[src/rtl/apb_master_bridge.sv]
// apb_master_bridge
//   Single-outstanding APB master. A valid/ready command becomes one APB
//   SETUP/ACCESS transfer to the slave that the address index field selects.
//   The result comes back as a one-cycle response pulse. Hung transfers are
//   aborted after TIMEOUT ACCESS cycles with pready low.
//
// Ports
//   i_pclk, i_prstn          : APB clock, asynchronous active-low reset
//   i_cmd_valid/o_cmd_ready  : command handshake
//   i_cmd_write/addr/wdata   : command payload
//   o_rsp_valid/rdata/err    : one-cycle transfer result (rdata/err held)
//   o_paddr/pwrite/pwdata    : shared APB bus, held between transfers
//   o_psel/o_penable         : one-hot slave select, enable
//   i_prdata/pready/pslverr  : packed per-slave return signals
module apb_master_bridge #(
  parameter int DATA_WIDTH = 32,
  parameter int ADDR_WIDTH = 32,
  parameter int SLV_NUM    = 4,
  parameter int SLV_LSB    = 7,
  parameter int TIMEOUT    = 15
) (
  input  logic                          i_pclk,
  input  logic                          i_prstn,
  input  logic                          i_cmd_valid,
  output logic                          o_cmd_ready,
  input  logic                          i_cmd_write,
  input  logic [ADDR_WIDTH-1:0]         i_cmd_addr,
  input  logic [DATA_WIDTH-1:0]         i_cmd_wdata,
  output logic                          o_rsp_valid,
  output logic [DATA_WIDTH-1:0]         o_rsp_rdata,
  output logic                          o_rsp_err,
  output logic [ADDR_WIDTH-1:0]         o_paddr,
  output logic                          o_pwrite,
  output logic [SLV_NUM-1:0]            o_psel,
  output logic                          o_penable,
  output logic [DATA_WIDTH-1:0]         o_pwdata,
  input  logic [SLV_NUM*DATA_WIDTH-1:0] i_prdata,
  input  logic [SLV_NUM-1:0]            i_pready,
  input  logic [SLV_NUM-1:0]            i_pslverr
);

  localparam int IDXW = (SLV_NUM > 1) ? $clog2(SLV_NUM) : 1;
  localparam int ALSB = $clog2(DATA_WIDTH / 8);
  localparam int TW   = (TIMEOUT > 0) ? $clog2(TIMEOUT + 1) : 1;

  typedef enum logic [1:0] {IDLE, SETUP, ACCESS, RESP} state_t;

  state_t          r_state;
  logic [IDXW-1:0] r_idx;
  logic [TW-1:0]   r_tcnt;
  logic            r_dec_err;

  logic [IDXW-1:0]       w_idx;
  logic [SLV_NUM-1:0]    w_onehot;
  logic                  w_misalign;
  logic                  w_dec_err;
  logic                  w_sel_ready;
  logic                  w_sel_err;
  logic [DATA_WIDTH-1:0] w_sel_rdata;
  logic                  w_timeout;

  assign w_idx    = i_cmd_addr[SLV_LSB +: IDXW];
  assign w_onehot = SLV_NUM'(1) << w_idx;

  generate
    if (ALSB > 0) begin : g_align
      assign w_misalign = |i_cmd_addr[ALSB-1:0];
    end else begin : g_noalign
      assign w_misalign = 1'b0;
    end
  endgenerate

  assign w_dec_err = (32'(w_idx) >= 32'(SLV_NUM)) || w_misalign;

  // Only the addressed slave's return signals are looked at.
  assign w_sel_ready = i_pready[r_idx];
  assign w_sel_err   = i_pslverr[r_idx];
  assign w_sel_rdata = i_prdata[int'(r_idx) * DATA_WIDTH +: DATA_WIDTH];

  // Abort on the ACCESS edge at which the low-pready count would reach TIMEOUT.
  assign w_timeout = (TIMEOUT != 0) && ((32'(r_tcnt) + 32'd1) == 32'(TIMEOUT));

  always_ff @(posedge i_pclk or negedge i_prstn) begin
    if (!i_prstn) begin
      r_state     <= IDLE;
      r_idx       <= '0;
      r_tcnt      <= '0;
      r_dec_err   <= 1'b0;
      o_cmd_ready <= 1'b1;
      o_psel      <= '0;
      o_penable   <= 1'b0;
      o_pwrite    <= 1'b0;
      o_paddr     <= '0;
      o_pwdata    <= '0;
      o_rsp_valid <= 1'b0;
      o_rsp_rdata <= '0;
      o_rsp_err   <= 1'b0;
    end else begin
      case (r_state)
        IDLE: begin
          if (i_cmd_valid) begin
            o_cmd_ready <= 1'b0;
            o_pwrite    <= i_cmd_write;
            o_paddr     <= i_cmd_addr;
            o_pwdata    <= i_cmd_wdata;
            r_idx       <= w_idx;
            if (w_dec_err) begin
              r_dec_err <= 1'b1;
              r_state   <= RESP;
            end else begin
              r_tcnt  <= '0;
              o_psel  <= w_onehot;
              r_state <= SETUP;
            end
          end
        end
        SETUP: begin
          o_penable <= 1'b1;
          r_state   <= ACCESS;
        end
        ACCESS: begin
          if (w_sel_ready) begin
            o_psel      <= '0;
            o_penable   <= 1'b0;
            o_rsp_valid <= 1'b1;
            o_rsp_err   <= w_sel_err;
            o_rsp_rdata <= (!o_pwrite && !w_sel_err) ? w_sel_rdata : '0;
            r_state     <= RESP;
          end else if (w_timeout) begin
            o_psel      <= '0;
            o_penable   <= 1'b0;
            o_rsp_valid <= 1'b1;
            o_rsp_err   <= 1'b1;
            o_rsp_rdata <= '0;
            r_state     <= RESP;
          end else if (TIMEOUT != 0) begin
            r_tcnt <= r_tcnt + 1'b1;
          end
        end
        RESP: begin
          // A decode error enters RESP without a pulse; it is raised here,
          // so the pulse follows the accept by one cycle and RESP lasts two.
          if (r_dec_err) begin
            r_dec_err   <= 1'b0;
            o_rsp_valid <= 1'b1;
            o_rsp_err   <= 1'b1;
            o_rsp_rdata <= '0;
          end else begin
            o_rsp_valid <= 1'b0;
            o_cmd_ready <= 1'b1;
            r_state     <= IDLE;
          end
        end
        default: r_state <= IDLE;
      endcase
    end
  end

endmodule

[config.mk]
export PLATFORM = sky130hd
export DESIGN_NAME = apb_master_bridge
export DESIGN_NICKNAME = d
export VERILOG_FILES = /design/src/rtl/apb_master_bridge.sv
export SDC_FILE = /design/constraint.sdc
export NUM_CORES = 1
export LEC_CHECK = 0
export ABC_CLOCK_PERIOD_IN_PS = 2800
export BUFFER_PORTS_ARGS = -buffer_cell sky130_fd_sc_hd__buf_2
export CAP_MARGIN = 20
export CORE_AREA = 4 4 119 121
export DETAILED_ROUTE_END_ITERATION = 10
export DIE_AREA = 0 0 123 125
export PLACE_DENSITY_LB_ADDON = 0.2
export SYNTH_ARGS = -nofsm -noshare
export SYNTH_HDL_FRONTEND = slang
export SYNTH_SLANG_ARGS = --single-unit
[constraint.sdc]
create_clock -name i_pclk -period 2.8 [get_ports i_pclk]
set_clock_uncertainty 0.05 [all_clocks]
set_input_delay 0.14 -clock i_pclk [delete_from_list [all_inputs] [get_ports i_pclk]]
set_output_delay 0.14 -clock i_pclk [all_outputs]
set_load 0.02 [all_outputs]
# After elaboration in Yosys (flattened, before gate mapping)
# Index checks and enable logic that the tools add are counted.
# Widths: inputs -> output; s select.
[op_classes]
add_sub_neg = 2
n_lt_le_gt_ge = 1
n_eq_ne = 12
n_shift = 2
n_mux = 41
reduce_logical = 18
[ops]
columns = ["operator", "n"]
rows = [
  ["$mux 32", 4],
  ["$shiftx 128x8->32", 1],
  ["$pmux 32 s2", 1],
  ["$mux 4", 8],
  ["$pmux 4 s2", 2],
  ["$ne 2x2->1 const B", 7],
  ["$mux 1", 13],
  ["$reduce_and 3->1", 4],
  ["$mux 2", 5],
  ["$pmux 1 s2", 5],
  ["$pmux 2 s4", 1],
  ["$reduce_bool 2->1", 4],
  ["$reduce_and 2->1", 3],
  ["$add 4x1->5 const B", 1],
  ["$eq 5x4->1 const B", 1],
  ["$reduce_and 5->1", 1],
  ["$add 4x1->4 const B", 1],
  ["$bmux 1 s2", 2],
  ["$eq 2x2->1 const B", 2],
  ["$reduce_and 4->1", 1],
  ["$shl 1x2->4 const A", 1],
  ["$lt 2x3->1 const B", 1],
  ["$ne 3x3->1 const B", 1],
  ["$eq 2x1->1 const B", 1],
  ["4 further kinds", 5],
]
[totals]
register_bits = 114
inputBits = 204
output_inout_bits = 105
wordCells = 89

# Longest topological paths before layout
[logic_depth]
depth_word = 7
depth_mapped = 8
depth_no_buf = 6

# Worst setup path before layout
# No wires, ideal clock.
[synth_path]
kind = "register -> register"
from = "register, netlist name o_paddr[7]"
to = "register o_rsp_err"
setup_ps = 125
arrival_time_ps = 2004
required_ps = 2625
path_slack_ps = 621
path_stages_with_launch = 6
period_less_slack_ps = 2179
path_cell_list = "dfrtp_1 -> buf_6 -> mux4_2 -> nand2b_4 -> o31ai_4 -> mux2_4"
[synth_rtl]
columns = ["item", "line_no", "source"]
rows = [
  ["end signal: assignment", "126", "o_rsp_err <= w_sel_err;"],
  ["end: declaration", "31", "output logic o_rsp_err,"],
]

# Final worst setup path
[layout_path]
from = "register r_state[0]"
to = "register r_tcnt[2]"
[layout_via]
elab_chain_len = 3
[layout_lines]
columns = ["item", "line_no", "source"]
rows = [
  ["start: declaration", "48", "state_t r_state;"],
  ["start signal: assignment", "85", "r_state <= IDLE;"],
  ["start signal: assignment", "109", "r_state <= RESP;"],
  ["start signal: assignment", "113", "r_state <= SETUP;"],
  ["$eq 2x2->1 or $logic_not 2->1 (tied branches)", "99", "case (r_state)"],
  ["$ne 2x2->1 (no line) or $reduce_bool 2->1 (tied branches)", "--", ""],
  ["$reduce_and 5->1 (no line)", "--", ""],
  ["end signal: assignment", "137", "r_tcnt <= r_tcnt + 1'b1;"],
  ["end: declaration", "50", "logic [TW-1:0] r_tcnt;"],
]
# Several ways; a longest one is shown, not always the timed one.
# A chain may end at the register's enable or synchronous reset.

==> metrics.md <==
| Metric | Value |
|---|---|
| Status | `finished, final reports clean` |
| Worst path top cell family by delay | `compound AO/OA/AOI/OAI gates` |
| ANT nets after route | `0` |
| DR DRC count | `0` |
| P&R area growth vs syn | `48.2%` |
| CTS tree | `done` |
| Maxcap violations | `0` |
| Commonest register cell after synthesis | `dfrtp_1` |
| Full die area | `15400 µm²` |
| GR Layer Usage met3 | `6.10%` |
| Global-route wire length before repair | `26800 µm` |
| Worst Path Buf+Inv | `2` |
| DR vias | `4867` |
| Critical Path RT | `about 3 ns` |
| Met1 Usage GRT | `a little over a quarter` |
| CP cell instances | `inv_1, ha_1, inv_1, o32a_1, a2111oi_0, a221o_1` |
| Most common cell after layout, fill and taps aside | `buf_2` |
| Final hold viol count | `0` |
| Top-level I/O count | `about 310` |
| Critical Path Fanout Max | `11` |
| Clock buffer depth | `2` |
| Most used routing layer | `met2` |
| WL final | `17400 µm` |
| Worst-margin pin slew | `0.847 ns` |
| Routability-driven placement congestion ratio | `approximately 0.8` |
| CP max-delay cell | `ha_1` |
| Reg2Reg Capture Point | `r_tcnt[2]$_DFFE_PN0P_` |
| Vias in the first global route | `around 5100` |
| Worst-skew pair later-pin latency | `approximately 0.35 ns` |
| IO buf count | `308` |
| Slew HR | `between 40% and 50%` |
| Grt total ovfl | `0` |
| GRT Util Overall | `22.1%` |
| Root Buffer | `clkbuf_16` |
| Setup TNS Final | `0 ns` |
| Critical Path Max Stage Delay | `0.46 ns` |
| H-Tree Depth | `3` |
| Cell count along the critical path | `6` |
| Largest net degree at the start of global routing | `67` |
| DR iter-0 viols | `248` |
| Max-slew violations | `0` |
| Number of nets in the layout | `968` |
| Antenna violations before repair | `2` |
| FF+latch count, synth | `approximately 110` |
| Register-to-register setup slack | `around 0.52 ns` |
| Class of the worst hold path | `in2reg` |
| PwrDens | `1100 nW/µm²` |
| Worst setup path start | `r_state[0]$_DFFE_PN0P_` |
| CP arrival | `2.52 ns` |
| Die width | `123 µm` |
| Leakage | `3.94 nW` |
| FMAX | `439 MHz` |
| Synth warn | `0` |
| Syn_nets | `607` |
| TritonCTS Buffers | `9` |
| Synth Area per Inst | `13.7 µm²` |
| Final Cycle Share | `between 80% and 90%` |
| WL/cell | `18.5 µm` |
| Layout cell share with drive strength beyond 1 | `57.4%` |
| Final setup viols | `0` |
| Sequential area share after synthesis | `51.3%` |
| Cts repair resizes | `0` |
| Ys async rst share | `100%` |
| Most frequent cells in the layout | `buf_2 (307), dfrtp_1 (110), mux2_2 (64), dlygate4sd3_1 (63), nand2_1 (43)` |
| Netlist Area Pre-Place | `5470 µm²` |
| Crit path top cell by count | `inv_1` |
| Syn Inst Count | `398` |
| Clock period minus worst slack | `2.28 ns` |
| Netlist cell types | `46` |
| Pre-Repair DR Iteration Count | `4` |
| Hold Slack | `0.0515 ns` |
| VDD IR-drop max | `a little under 700 µV` |
| Clk sinks | `112` |
| Critical path endpoint category | `flip-flop` |
| RSZ-0062 raised after global routing | `no` |
| Vias per inst | `between 5 and 6` |
| Initial core utilization | `41.8%` |
| Critical path launch point type | `flip-flop` |
| Worst setup path end | `r_tcnt[2]$_DFFE_PN0P_` |
| Crit Path Class | `reg2reg` |
| Worst-path clk slew | `around 0.07 ns` |
| Die span in y | `125 µm` |
| CORE AREA | `13100 µm²` |
| DP HPWL | `12600 µm` |
| R2R Path Start | `r_state[0]$_DFFE_PN0P_` |
| Met2 Use GR | `37.5%` |
| Number of synthesized flops with an enable pin | `0` |
| Worst Reg-to-Reg Cells | `6` |
| Std cell rows | `42` |
-- cells in the mapped netlist, types with 2 or more instances --
cell type    n  area [µm²]
buf_2        4        20.0
buf_6        4        45.0
a32o_1       2        20.0
a21oi_1      2        10.0
dfrtp_1    111        2780
or3_1        2        12.5
nand2_1     44         165
o311ai_0     2        17.5
mux2i_1      2        20.0
o32a_1       2        20.0
o211ai_1     2        15.0
clkbuf_1    20        75.1
a211o_1      2        17.5
a41o_1       2        20.0
a22o_1       3        26.3
a2111oi_0    3        26.3
mux4_2      33         743
o21ai_0      4        20.0
nor2_1      11        41.3
inv_1       11        41.3
nand3_1      3        15.0
a21boi_0     2        15.0
a221oi_1     2        17.5
mux2_2      64         721
nor2b_1      2        12.5
ha_1         5        62.6
o2bb2ai_1   32         280
nor3_1       4        20.0
-- how the worst min path moves through the flow --
stage	depth (start not counted)	to	startpoint
floorplan	0	o_paddr[0]$_DFFE_PN0P_	i_prstn
global placement	1	o_pwdata[29]$_DFFE_PN0P_	i_prstn
detailed placement	1	o_pwdata[30]$_DFFE_PN0P_	i_prstn
CTS	2	o_paddr[0]$_DFFE_PN0P_	i_cmd_addr[0]
global route	2	o_paddr[1]$_DFFE_PN0P_	i_cmd_addr[1]
finish	2	o_paddr[0]$_DFFE_PN0P_	i_cmd_addr[0]
-- final cells by class --
class	instances	area, µm²
antenna	1	2.50
sequential	112	2810
clock buffer	10	239
clock inverter	5	40.0
fill	1045	4990
inverter	11	41.3
multi-input combinational	246	2480
timing repair buffer	379	2270
tap	176	220
-- sequential cells by signal (all words and copies together) (netlist names), 2 cells and up --
name,flops
r_state,2
o_psel,4
o_rsp_rdata,32
o_pwdata,32
r_tcnt,4
o_paddr,32
-- kinds of logic after synthesis --
kind of cell             after synthesis  synth area share [%]
flip-flops                           112                  51.3
multiplexers                         100                  27.4
AND/OR/NAND/NOR                       73                  5.91
AO/OA/AOI/OAI                         68                  10.8
buffers and inverters                 40                  3.39
adder cells (fa/ha/maj)                5                  1.14
-- layer usage --
layer	vias up	share of wire (%)
met1	2343	37
met2	250	50
met3	39	9.5
li1	2231	-
met5	-	0.098
met4	4	3.1
-- where the power goes --
part | leakage, nW | switching, mW | internal, mW
clock | 0.133 | 0.598 | 0.632
combinational | 2.43 | 2.71 | 2.09
sequential | 1.38 | 0.492 | 2.40
-- through the flow --
step | power [mW] | instances | util, % | worst slack, ns | cell area [µm²]
after floorplan | 6.15 | 398 | - | 0.621 | 5470
after global placement | 7.48 | 860 | 54.7 | 0.660 | 7160
after detailed placement | 7.60 | 860 | 54.7 | 0.539 | 7160
after CTS | 8.93 | 938 | 61.7 | 0.526 | 8070
after global routing | 9.49 | 939 | 61.9 | 0.286 | 8100
final | 8.93 | 940 | 61.9 | 0.521 | 8100
-- worst register-to-register path, cell delays in order (launching register included) --
cell       delay (ns)
dfrtp_1          0.40
inv_1            0.11
ha_1             0.46
inv_1            0.25
o32a_1           0.33
a2111oi_0        0.42
a221o_1          0.20
-- what timing repair did --
item | 4_1_cts | 5_1_grt
buffers inserted | 0 | 0
setup endpoints to repair | 0 | 0
hold endpoints to repair | 123 | 0
hold buffers | 63 | 0
No activity file was read; power rests on OpenSTA's default activity.
